### config.mk
export PLATFORM = sky130hd
export DESIGN_NAME = clk_meter
export DESIGN_NICKNAME = d
export VERILOG_FILES = /design/src/rtl/clk_meter_pkg.sv /design/src/rtl/clk_meter_div.sv /design/src/rtl/clk_meter.sv
export SDC_FILE = /design/constraint.sdc
export NUM_CORES = 1
export LEC_CHECK = 0
export ABC_CLOCK_PERIOD_IN_PS = 3500
export CORE_MARGIN = 5
export CORE_UTILIZATION = 30
export DETAILED_ROUTE_END_ITERATION = 10
export PLACE_DENSITY = 0.49
export SLEW_MARGIN = 40
export SYNTH_ARGS = -nofsm -noshare
export SYNTH_HDL_FRONTEND = slang
export SYNTH_HIERARCHICAL = 1
export SYNTH_SLANG_ARGS = --single-unit
### constraint.sdc
create_clock -name clk -period 3.5 [get_ports clk]
set_clock_uncertainty 0.05 [all_clocks]
set_input_delay 0.7 -clock clk [delete_from_list [all_inputs] [get_ports clk]]
set_output_delay 0.7 -clock clk [all_outputs]
set_load 0.1 [all_outputs]
### src/rtl/clk_meter_pkg.sv
//------------------------------------------------------------------------------
// Module   : clk_meter_pkg
// Brief    : Shared types and constants for the clk_meter clock monitor.
// Revision : 1.0 - initial release
//------------------------------------------------------------------------------
`default_nettype none

package clk_meter_pkg;

  typedef enum logic [1:0] {
    IDLE  = 2'd0,
    HIGH  = 2'd1,
    LOW   = 2'd2,
    STUCK = 2'd3
  } state_e;

  localparam int DUTY_W    = 7;
  localparam int PCT_SCALE = 100;

endpackage

`default_nettype wire

### src/rtl/clk_meter_div.sv
//------------------------------------------------------------------------------
// Module   : clk_meter_div
// Brief    : Unsigned sequential restoring divider, one quotient bit per cycle;
//            the first bit is resolved on the start cycle itself.
// Revision : 1.0 - initial release
//------------------------------------------------------------------------------
`default_nettype none

module clk_meter_div #(
  parameter int DVD_W = 23,
  parameter int DVS_W = 16
) (
  input  logic             clk,
  input  logic             rst,
  input  logic             start,
  input  logic [DVD_W-1:0] dividend,
  input  logic [DVS_W-1:0] divisor,
  output logic             busy,
  output logic [DVD_W-1:0] quotient,
  output logic             done
);

  localparam int CW = $clog2(DVD_W + 1);

  logic [DVS_W-1:0] rem_q, rem_d, dvs_q, dvs_d, rem_src, dvs_src;
  logic [DVD_W-1:0] work_q, work_d, work_src, quo_q, quo_d;
  logic [CW-1:0]    cnt_q, cnt_d;
  logic             busy_q, busy_d, done_q, done_d;
  logic             ge, last;
  logic [DVS_W:0]   trial, diff;

  // work_q shifts dividend bits out of the top while quotient bits enter at the bottom
  always_comb begin
    rem_src  = start ? '0 : rem_q;
    work_src = start ? dividend : work_q;
    dvs_src  = start ? divisor : dvs_q;
    trial    = {rem_src, work_src[DVD_W-1]};
    diff     = trial - {1'b0, dvs_src};
    ge       = (trial >= {1'b0, dvs_src});
    last     = !start && busy_q && (cnt_q == CW'(1));

    rem_d  = rem_q;
    work_d = work_q;
    dvs_d  = dvs_q;
    cnt_d  = cnt_q;
    if (start || busy_q) begin
      rem_d  = ge ? diff[DVS_W-1:0] : trial[DVS_W-1:0];
      work_d = {work_src[DVD_W-2:0], ge};
      dvs_d  = dvs_src;
      cnt_d  = start ? CW'(DVD_W - 1) : cnt_q - CW'(1);
    end
    busy_d = start || (busy_q && !last);
    done_d = last;
    quo_d  = last ? work_d : quo_q;
  end

  always_ff @(posedge clk or posedge rst) begin
    if (rst) begin
      rem_q  <= '0;
      work_q <= '0;
      dvs_q  <= '0;
      cnt_q  <= '0;
      quo_q  <= '0;
      busy_q <= 1'b0;
      done_q <= 1'b0;
    end else begin
      rem_q  <= rem_d;
      work_q <= work_d;
      dvs_q  <= dvs_d;
      cnt_q  <= cnt_d;
      quo_q  <= quo_d;
      busy_q <= busy_d;
      done_q <= done_d;
    end
  end

  assign busy     = busy_q;
  assign quotient = quo_q;
  assign done     = done_q;

endmodule

`default_nettype wire

### src/rtl/clk_meter.sv
//------------------------------------------------------------------------------
// Module   : clk_meter
// Brief    : Measures period/high time of meas_clk in clk cycles, flags a stuck
//            clock; duty-cycle percentage enabled by macro CLK_METER_DUTY_EN.
// Revision : 1.0 - initial release
//------------------------------------------------------------------------------
`default_nettype none

module clk_meter
  import clk_meter_pkg::*;
#(
  parameter int CNT_W       = 16,
  parameter int TIMEOUT     = 1000,
  parameter int SYNC_STAGES = 2
) (
  input  logic              clk,
  input  logic              rst,
  input  logic              en,
  input  logic              meas_clk,
  output logic [CNT_W-1:0]  period_cnt,
  output logic [CNT_W-1:0]  high_cnt,
  output logic              meas_valid,
  output logic              stuck,
  output logic              stuck_level,
  output logic [DUTY_W-1:0] duty_pct,
  output logic              duty_valid
);

  localparam logic [CNT_W-1:0] TIMEOUT_C = CNT_W'(TIMEOUT);

  state_e                 state_q, state_d;
  logic [SYNC_STAGES-1:0] sync_q, sync_d;
  logic                   s_d_q, s_d_d;
  logic [CNT_W-1:0]       acc_q, acc_d, high_acc_q, high_acc_d;
  logic [CNT_W-1:0]       period_q, period_d, high_q, high_d;
  logic                   valid_q, valid_d, stuck_q, stuck_d, level_q, level_d;
  logic                   s, rise, fall, timeout, publish, go_stuck;

  assign s       = sync_q[SYNC_STAGES-1];
  assign rise    = s & ~s_d_q;
  assign fall    = ~s & s_d_q;
  assign timeout = (acc_q == TIMEOUT_C);

  always_ff @(posedge clk or posedge rst) begin
    if (rst) begin
      state_q    <= IDLE;
      sync_q     <= '0;
      s_d_q      <= 1'b0;
      acc_q      <= '0;
      high_acc_q <= '0;
      period_q   <= '0;
      high_q     <= '0;
      valid_q    <= 1'b0;
      stuck_q    <= 1'b0;
      level_q    <= 1'b0;
    end else begin
      state_q    <= state_d;
      sync_q     <= sync_d;
      s_d_q      <= s_d_d;
      acc_q      <= acc_d;
      high_acc_q <= high_acc_d;
      period_q   <= period_d;
      high_q     <= high_d;
      valid_q    <= valid_d;
      stuck_q    <= stuck_d;
      level_q    <= level_d;
    end
  end

  // edges take priority over the timeout in every state
  always_comb begin
    state_d = state_q;
    if (!en) begin
      state_d = IDLE;
    end else begin
      case (state_q)
        IDLE:    if (rise) state_d = HIGH; else if (timeout) state_d = STUCK;
        HIGH:    if (fall) state_d = LOW;
                 else if (rise) state_d = HIGH;
                 else if (timeout) state_d = STUCK;
        LOW:     if (rise) state_d = HIGH; else if (timeout) state_d = STUCK;
        STUCK:   if (rise) state_d = HIGH; else if (fall && level_q) state_d = IDLE;
        default: state_d = IDLE;
      endcase
    end
  end

  always_comb begin
    sync_d   = {sync_q[SYNC_STAGES-2:0], meas_clk};
    s_d_d    = s;
    publish  = en && rise && ((state_q == LOW) || (state_q == HIGH));
    go_stuck = en && (state_d == STUCK) && (state_q != STUCK);

    // acc parks in STUCK so it cannot wrap while the clock is dead
    if (!en || (state_q == STUCK && state_d == IDLE)) acc_d = '0;
    else if (rise)                                   acc_d = CNT_W'(1);
    else if (state_q == STUCK)                       acc_d = acc_q;
    else                                             acc_d = acc_q + CNT_W'(1);

    high_acc_d = (en && fall && state_q == HIGH) ? acc_q : high_acc_q;
    period_d   = publish ? acc_q : period_q;
    high_d     = publish ? high_acc_q : high_q;
    valid_d    = publish;
    stuck_d    = en && (state_d == STUCK);
    level_d    = go_stuck ? s : level_q;
  end

  assign period_cnt  = period_q;
  assign high_cnt    = high_q;
  assign meas_valid  = valid_q;
  assign stuck       = stuck_q;
  assign stuck_level = level_q;

`ifdef CLK_METER_DUTY_EN
  localparam int DIV_W = CNT_W + DUTY_W;

  logic [DIV_W-1:0] dividend, quo;
  logic             div_busy, div_done;

  assign dividend = DIV_W'(high_q) * DIV_W'(PCT_SCALE);

  clk_meter_div #(
    .DVD_W (DIV_W),
    .DVS_W (CNT_W)
  ) u_div (
    .clk      (clk),
    .rst      (rst),
    .start    (valid_q),
    .dividend (dividend),
    .divisor  (period_q),
    .busy     (div_busy),
    .quotient (quo),
    .done     (div_done)
  );

  // high never exceeds period, so the upper bits only guard against bad input
  assign duty_pct   = (|quo[DIV_W-1:DUTY_W]) ? DUTY_W'(PCT_SCALE) : quo[DUTY_W-1:0];
  assign duty_valid = div_done && !div_busy;
`else
  assign duty_pct   = '0;
  assign duty_valid = 1'b0;
`endif

endmodule

`default_nettype wire

==> results.md, run 1 <==
- Clk root buf: clkbuf_8
- WHS Endpoint: sync_q[1]
- CP Max Fanout: 16
- Clk slew on worst S/H paths: 0.08 ns
- Dpl hpwl: 4.24 mm
- R2r startpoint: state_q[0]
- Fillcell total: 1022
- Total grt overflow: 0
- Leading cell types by total area after synthesis: dfrtp_1, mux2_2, nor3_1
- Clk buf depth: 2
- Register area share after synthesis: 56.6%
- Antenna viol nets, final: 0
- Proportion of layout cells with a drive suffix above 1: a little over a third
- Endpoints failing setup: 0
- Die H: 113 µm
- Vias per cell: between 4 and 5
- Num CTS Buffers: 9
- Number of global-route vias before repair: 2088
- Final wirelength: 6.34 mm
- Gpl congestion: 0.804
- Post-synth top cells: dfrtp_1, mux2_2, nor3_1
- Antenna fix cells: 0
- Kind of critical path: flip-flop to flip-flop
- Drt wl/cell: ~15 µm
- Hold Startpoint: sync_q[0]
- Post-CTS Hold Buffers: 0
- Top cell type's share of synthesized area: between 50% and 60%
- Largest net degree at the start of global routing: 46
- Port bufs: 38
- Hold Path Stages: 0
- Area of the core: between 10000 and 15000 µm²
- First-pass GRT wire length: around 11 mm
- Yosys warning count: 6
- CP Data Required Time: 3.64 ns
- FF+latch count, synth: 72
- Max rail drop VDD: about 0.19 mV
- DRC Markers: 0
- Mapped Area: around 3200 µm²
- Max-cap violations: 0
- Relative slew slack: approximately 53%
- EDFF count, synth: 0
- Final worst-path setup slack: 0.949 ns
- Reg2reg end: acc_q[6]
- Pleak: 0.00183 µW
- Starting DRT DRC Count: 140
- Fin. Hold Viols: 0
- Syn avg cell area: about 13 µm²
- First-pass detailed-route iteration total: 4
- Starting Density: 30.9%
- Status: completed
- FF-to-FF setup slack: about 0.95 ns
- Placement Setup Slack: 0.948 ns
- Arr. time, crit path: roughly 2.7 ns
- Row count: 37
- Initial antenna violation count: 0
- Final min period: 2.55 ns
- Cell accounting for the most synthesized area: dfrtp_1
- Main synth FF type: dfrtp_1
- Pin slew with the least headroom to its limit: between 0.6 and 0.7 ns
- PD cells: 467 nW/µm²
- Area grow syn2layout: 17.9%
- Startpoint types: flip-flop
- Final Max Slew Viols: 0
- DIE WIDTH: about 110 µm
- CTS tree: done
- Fmax: 392 MHz
- Sink Count: 72
- Clock latency on the worst-skew pair: 0.34 ns
- All-Layer GR Usage: 10.9%
- TNS Setup: 0 ns
- Most common cell in the netlist: dfrtp_1
- Die area: 12800 µm²
- Worst R2R Path Depth: 7
- Async SR Flop Fraction: 100%
- CTS resizes: 0
- Tcrit/Tclk final: between 70% and 80%
- Nets: 300
- IO Count: 47
- Hold Path Class: flip-flop to flip-flop
- # Post-CTS Setup Buffers: 0
- Yosys cell types: 39
- Synth Instances: ~250
- H-tree depth: 3
- RSZ-0062 raised after global routing: false
- Via count: 1992
- CP endpoint kind: flip-flop
[kinds of logic after synthesis]
logic type,synth area share [%]
adders and majority gates,2.36
DFF,56.6
buffers and inverters,4.79
other,0.118
and+or+nand+nor,12.6
AOI/OAI and AO/OA,3.26
xor gates and xnor gates,4.12
muxes,16.2
[area by class of cell]
| cell class | count | area (µm²) | area share, % |
|---|---|---|---|
| clock inverters | 5 | 56.3 | 1.50 |
| well taps | 136 | 170 | 4.53 |
| flip-flops and latches | 72 | 1800 | 48.0 |
| clock buffers | 11 | 141 | 3.76 |
| multi-input cells | 159 | 1260 | 33.5 |
| repair buffers | 41 | 300 | 7.99 |
| inverters | 7 | 26.3 | 0.700 |
[placed cells by master (no fill, tap or decap), drive strengths merged, types with 6 or more instances in the layout]
| cell | Yosys | final |
|---|---|---|
| xor2 | 7 | 7 |
| nor2 | 8 | 8 |
| mux2 | 45 | 45 |
| nor3 | 20 | 20 |
| ha | 6 | 6 |
| clkbuf | 4 | 11 |
| nand3 | 6 | 6 |
| o21ai | 7 | 7 |
| dfrtp | 72 | 72 |
| buf | 14 | 38 |
| xnor2 | 8 | 8 |
| conb | 1 | 8 |
| inv | 7 | 7 |
| nand2 | 12 | 12 |
[worst max-delay path by stage]
| stage | startpoint | end |
|---|---|---|
| after global placement | state_q[0] | acc_q[14] |
| final | state_q[0] | acc_q[6] |
| after floorplan | rst | acc_q[0] |
| after CTS | state_q[0] | acc_q[14] |
| after global routing | state_q[0] | acc_q[15] |
| after detailed placement | state_q[0] | acc_q[9] |
[through the flow]
| step | cells | hold WS (ns) | util [%] | power (µW) | cell area [µm²] |
|---|---|---|---|---|---|
| 2_1_floorplan | 256 | 0.281 | - | 1080 | 3210 |
| 3_3_place_gp | 415 | 0.283 | 35.0 | 1120 | 3610 |
| 3_5_place_dp | 415 | 0.286 | 34.4 | 1120 | 3560 |
| 4_1_cts | 431 | 0.303 | 36.4 | 1780 | 3750 |
| 5_1_grt | 431 | 0.316 | 36.4 | 1840 | 3760 |
| 6_report | 431 | 0.300 | 36.4 | 1750 | 3760 |
[state kept, by name, indices dropped and copies added, names as in the netlist]
register	count
stuck_level	1
period_cnt	16
high_acc_q	16
state_q	2
stuck	1
sync_q	2
acc_q	16
meas_valid	1
high_cnt	16
s_d_q	1
[worst max-delay path, cell delays in order (launching register included)]
cell      delay [ns]
dfrtp_1         0.42
inv_1           0.09
ha_1            0.23
nor3_4          0.32
a21oi_1         0.11
or3b_4          0.39
a211oi_4        0.64
nor3_1          0.13
[metal layers]
| layer | global-route usage [%] | up-vias | share of wire [%] |
|---|---|---|---|
| met5 | 0 | - | 0 |
| li1 | - | 940 | - |
| met1 | 14.3 | 989 | 46 |
| met2 | 15.9 | 54 | 45 |
| met3 | 4.81 | 9 | 7.1 |
| met4 | 4.17 | 0 | 1.6 |
[where the power goes]
| part | internal (µW) | switching [µW] | leakage, µW |
|---|---|---|---|
| clock network | 348 | 308 | 0.0000993 |
| logic | 47.2 | 182 | 0.000737 |
| registers | 853 | 15.4 | 0.000993 |
| total | 1250 | 505 | 0.00183 |
No activity file was read; power rests on OpenSTA's default activity.
==> run 2, diff against run 1 <==
--- a/config.mk
+++ b/config.mk
@@ -5,7 +5,7 @@
 export SDC_FILE = /design/constraint.sdc
 export NUM_CORES = 1
 export LEC_CHECK = 0
-export ABC_CLOCK_PERIOD_IN_PS = 3500
+export ABC_CLOCK_PERIOD_IN_PS = 2600
 export CORE_MARGIN = 5
 export CORE_UTILIZATION = 30
 export DETAILED_ROUTE_END_ITERATION = 10
==> constraint.sdc (replaced) <==
create_clock -name clk -period 2.6 [get_ports clk]
set_clock_uncertainty 0.05 [all_clocks]
set_input_delay 0.52 -clock clk [delete_from_list [all_inputs] [get_ports clk]]
set_output_delay 0.52 -clock clk [all_outputs]
set_load 0.1 [all_outputs]
==> run 2 against run 1 <==
Against the previous run:
- fmax grew 18%
- routed wire length is 2.9% higher
- sequential share of layout area shrank 0.89 points
- core utilization grew 0.69 points
- via count fell by 0.35%
- register-to-register slack got worse by 0.51 ns
- hold slack better by 0.0020 ns
- power grew 31%
- clock-buffer cell count shrank 2
- largest cell class unchanged
- worst setup slack got worse by 0.51 ns
- flip-flop and latch count did not move
- die area stayed put
==> results.md, run 2 (same netlist as run 1, synthesis figures left out) <==
- Net switching power: 730 µW
- Hold Path Stages: 0
- Area of the core: 10300 µm²
- Sink Count: 72
- Clk root buf: clkbuf_8
- Vias per cell: 4.53
- Max-cap violations: 0
- Initial antenna violation count: 0
- Total grt overflow: 0
- Final wirelength: 6.52 mm
- Reg2reg end: acc_q[14]
- Most common cell after layout, fill and taps aside: dfrtp_1
- Relative slew slack: between 50% and 60%
- All-Layer GR Usage: 11.2%
- IO Count: 47
- Number of global-route vias before repair: 2134
- Num CTS Buffers: 9
- Pleak: 0.00185 µW
- Final Core Density: 37.1%
- Worst setup path endpoint: acc_q[14]
- CP Data Required Time: approximately 2.8 ns
- Part of the power in registers: 50.7%
- Placement Setup Slack: around 0.41 ns
- Dpl hpwl: 4.52 mm
- Hold Path Class: flip-flop to flip-flop
- Clock power share: 35.4%
- Starting DRT DRC Count: 87
- Clk slew on worst S/H paths: 0.08 ns
- Sw Share: between 30% and 40%
- Status: completed
- CP endpoint kind: flip-flop
- Port bufs: 38
- First-pass GRT wire length: approximately 11 mm
- Gpl congestion: about 0.79
- Pin slew with the least headroom to its limit: roughly 0.61 ns
- Worst R2R Path Depth: 8
- Final min period: ~2.2 ns
- CP Max Fanout: 16
- Nets: 307
- Via count: 1985
- Fmax: 462 MHz
- TNS Setup: 0 ns
- Clk buf depth: 2
- RSZ-0062 raised after global routing: false
- Arr. time, crit path: 2.38 ns
- Startpoint types: flip-flop
- Antenna fix cells: 0
- Kind of critical path: flip-flop to flip-flop
- Gate power share: 13.9%
- # Post-CTS Setup Buffers: 0
- Largest net degree at the start of global routing: 28
- Crit-path slowest cell: dfrtp_1
- P_int: 1570 µW
- Worst setup path start: acc_q[0]
- DIE WIDTH: 113 µm
- Die H: 113 µm
- CTS tree: done
- CTS resizes: 0
- Worst stage delay on the critical path: 0.42 ns
- Commonest cells after routing, fill and taps aside: dfrtp_1, mux2_2, buf_4, nor3_1, nand2_1
- Die area: 12800 µm²
- Fin area: roughly 3800 µm²
- Starting Density: 30.9%
- DRC Markers: 0
- Post-CTS Hold Buffers: 0
- Antenna viol nets, final: 0
- Final Max Slew Viols: 0
- Proportion of layout cells with a drive suffix above 1: 37.4%
- Area grow syn2layout: 20.1%
- First-pass detailed-route iteration total: 4
- H-tree depth: 3
- Final worst-path setup slack: 0.436 ns
- PD cells: 602 nW/µm²
- Placed cell areas: 3650 µm²
- Tcrit/Tclk final: between 80% and 90%
- Endpoints failing setup: 0
- Fin. Hold Viols: 0
- Drt wl/cell: 14.9 µm
- FF-to-FF setup slack: about 0.44 ns
- Clock latency on the worst-skew pair: roughly 0.35 ns
- R2r startpoint: acc_q[0]
- Crit path cell chain: inv_1, ha_1, nor4b_2, nand4_1, o21ai_0, a211oi_4, buf_4, nor3_1
- Row count: 37
- Max rail drop VDD: 0.216 mV
## run 2: cell types whose count changed in the layout (fill, tap and decap cells not counted), sizes merged
cell      before  now
buf           38   45
clkinvlp       1    2
clkbuf        11    9
inv            7    9
bufinv         1    0
## run 2: cell type report
type,instances,area [µm²]
Inverter,7,26.3
Multi-Input combinational cell,159,1260
Tap cell,136,170
Timing Repair Buffer,48,393
Fill cell,1032,6500
Clock inverter,7,55.1
Clock buffer,9,124
Sequential cell,72,1800
## run 2: how the worst min path moves through the flow
stage | start | to | slack [ns]
after detailed placement | sync_q[0] | sync_q[1] | 0.29
final | sync_q[0] | sync_q[1] | 0.30
after floorplan | sync_q[0] | sync_q[1] | 0.28
after global placement | sync_q[0] | sync_q[1] | 0.28
after global routing | sync_q[0] | sync_q[1] | 0.32
after CTS | sync_q[0] | sync_q[1] | 0.31
## run 2: worst max-delay path: cells and delay by family (launching register included)
kind / cells / cell delay [ns]
and+or+nand+nor: 3 / 0.62
AOI/OAI and AO/OA: 2 / 0.49
DFF: 1 / 0.42
buffers and inverters: 2 / 0.32
adders and majority gates: 1 / 0.18
## run 2: power groups by stage
stage / Clock [µW] / Combinational (µW) / Sequential [µW]
5_1_grt: 897 / 339 / 1170
2_1_floorplan: 0 / 147 / 1300
3_5_place_dp: 0 / 324 / 1190
3_3_place_gp: 0 / 323 / 1190
6_report: 815 / 320 / 1170
4_1_cts: 841 / 324 / 1170
## run 2: layer usage
layer / wire length [µm] / share of wire [%] / up-vias / track usage [%]
met5: 0 / 0 / - / 0
met4: 118 / 1.8 / 0 / 4.49
met3: 360 / 5.5 / 12 / 3.74
met2: 2920 / 45 / 47 / 16.4
met1: 3120 / 48 / 974 / 15.3
li1: - / - / 952 / -
## run 2: metrics by stage
stage	power, µW	instances	hold WS (ns)
after floorplan	1450	256	0.281
after global placement	1510	422	0.283
after detailed placement	1520	422	0.286
after CTS	2330	438	0.305
after global routing	2410	438	0.318
final	2300	438	0.302
==> run 3, diff against run 2 <==
--- a/config.mk
+++ b/config.mk
@@ -5,7 +5,7 @@
 export SDC_FILE = /design/constraint.sdc
 export NUM_CORES = 1
 export LEC_CHECK = 0
-export ABC_CLOCK_PERIOD_IN_PS = 2600
+export ABC_CLOCK_PERIOD_IN_PS = 2009
 export CORE_MARGIN = 5
 export CORE_UTILIZATION = 30
 export DETAILED_ROUTE_END_ITERATION = 10
==> constraint.sdc (replaced) <==
create_clock -name clk -period 2.01 [get_ports clk]
set_clock_uncertainty 0.05 [all_clocks]
set_input_delay 0.402 -clock clk [delete_from_list [all_inputs] [get_ports clk]]
set_output_delay 0.402 -clock clk [all_outputs]
set_load 0.1 [all_outputs]
==> run 3 against run 2 <==
Against the previous run:
- the run now ends with negative setup slack left
- global-route usage about the same
- cell area increased by 15%
- worst setup slack got worse by 0.51 ns
- register-to-register slack got worse by 0.51 ns
- largest cell class unchanged
- die area unchanged
- first-iteration DRC count increased by 2.3%
- highest routed layer unchanged
- sequential share of layout area decreased by 6.1 points
- flip-flop and latch count unchanged
==> results.md, run 3 (same netlist as run 1, synthesis figures left out) <==
- Status: complete, but fails checks
- Failing checks: negative setup slack
- Final Max Slew Viols: 0
- CP Max Fanout: 8
- PD cells: 760 nW/µm²
- DIE WIDTH: 113 µm
- Area grow syn2layout: 38.3%
- CP Data Required Time: 2.17 ns
- DRC Markers: 0
- Dpl hpwl: 4.83 mm
- Clk root buf: clkbuf_8
- Clk buf depth: 2
- Arr. time, crit path: 2.25 ns
- Initial antenna violation count: 0
- First-pass GRT wire length: 11.4 mm
- Area of the core: 10300 µm²
- Startpoint types: flip-flop
- Placed insts: 445
- Sink Count: 72
- Kind of critical path: flip-flop to flip-flop
- Crit-path slowest cell: dfrtp_1
- Max rail drop VDD: around 0.40 mV
- Via count: about 2200
- Clk slew on worst S/H paths: 0.08 ns
- Final Non-Filler Cells: ~470
- IO Count: 47
- Drt wl/cell: 15.4 µm
- Proportion of layout cells with a drive suffix above 1: between 50% and 60%
- Fillcell total: 977
- Worst stage delay on the critical path: 0.39 ns
- RSZ-0062 raised after global routing: true
- Fin. Hold Viols: 0
- Row count: 37
- Hold Path Class: input pin to async pin
- Num CTS Buffers: 9
- Clock latency on the worst-skew pair: around 0.34 ns
- Vias per cell: 4.63
- TNS Setup: -0.925 ns
- Die H: roughly 110 µm
- Final worst-path setup slack: -0.0743 ns
- Worst setup path start: state_q[0]
- Starting DRT DRC Count: 89
- Gpl congestion: 0.780
- Placement Setup Slack: -0.332 ns
- First-pass detailed-route iteration total: 7
- Crit path cell chain: inv_2, ha_2, nor3_4, a21oi_2, or3b_4, a211oi_4, buf_4, buf_12, nor3_2
- R2r startpoint: state_q[0]
- Final Core Density: a little over two fifths
- Antenna fix cells: 0
- Die area: 12800 µm²
- Most common cell after layout, fill and taps aside: dfrtp_1
- Tcrit/Tclk final: 104%
- Largest net degree at the start of global routing: 38
- Endpoints failing setup: 17
- Pleak: 0.00209 µW
- Max-cap violations: 0
- Nets: 339
- Final min period: between 2 and 2.5 ns
- Fmax: 480 MHz
- Starting Density: approximately 30%
- All-Layer GR Usage: 11.2%
- Commonest cells after routing, fill and taps aside: dfrtp_1, buf_4, mux2_2, nand2_1
- Number of global-route vias before repair: 2262
- Total grt overflow: 0
- Antenna viol nets, final: 0
- Post-CTS Hold Buffers: 0
- CTS tree: done
- Port bufs: 38
- Final wirelength: 7.20 mm
- CP endpoint kind: flip-flop
- H-tree depth: 3
run 3: changes by cell type in the layout (fill, tap and decap cells not counted), sizes merged:
cell,delta
clkbuf,+1
inv,-3
bufinv,+3
buf,+31
clkinvlp,-1
run 3: per-layer routing:
metal / routed length [µm] / track usage (%)
met1: 3300 / 14.7
met2: 3440 / 17.6
met3: 247 / 2.25
met4: 219 / 5.45
met5: 0 / 0
run 3: area by class of cell:
type	count	area, µm²	share of cell area (%)
Sequential cell	72	1800	40.9
Multi-Input combinational cell	159	1480	33.5
Timing Repair Buffer	80	692	15.7
Tap cell	136	170	3.86
Clock buffer	9	124	2.81
Clock inverter	6	109	2.47
Inverter	7	30.0	0.682
run 3: worst paths after layout:
check                                 endpoint  slack (ns)  depth (start not counted)
worst max-delay path                  acc_q[3]       -0.07                          9
worst min-delay path               high_cnt[5]        0.27                          2
worst max register to register        acc_q[3]       -0.07                          9
worst min register to register       sync_q[1]        0.30                          0
max in group asynchronous       high_acc_q[14]        1.20                          3
min in group clk                     sync_q[1]        0.30                          0
run 3: repair_timing:
item / 4_1_cts / 5_1_grt
cloned: 0 / 1
pin swaps: 2 / 22
setup buffers: 2 / 6
endpoints found under the setup margin: 17 / 17
resized for setup: 6 / 39
run 3: power breakdown:
group	internal (µW)	switching [µW]	total, µW	leakage, µW
combinational	127	346	473	0.000976
clock	816	548	1360	0.000119
sequential	1490	25.6	1510	0.000991
total	2430	920	3350	0.00209
run 3: metrics by stage:
step           total power, µW  cell area (µm²)  hold WS (ns)
6_report                  3350             4410         0.272
5_1_grt                   3480             4410         0.283
4_1_cts                   3360             4140         0.263
3_5_place_dp              1980             3860         0.286
3_3_place_gp              1980             3860         0.283
2_1_floorplan             1880             3220         0.281
run 3: critical path: cells and delay by family, from the launching register on:
family                   cells  cell delay [ns]
AND/OR/NAND/NOR              3             0.61
AO/OA/AOI/OAI                2             0.33
buffers and inverters        3             0.39
flip-flops                   1             0.39
adder cells (fa/ha/maj)      1             0.19
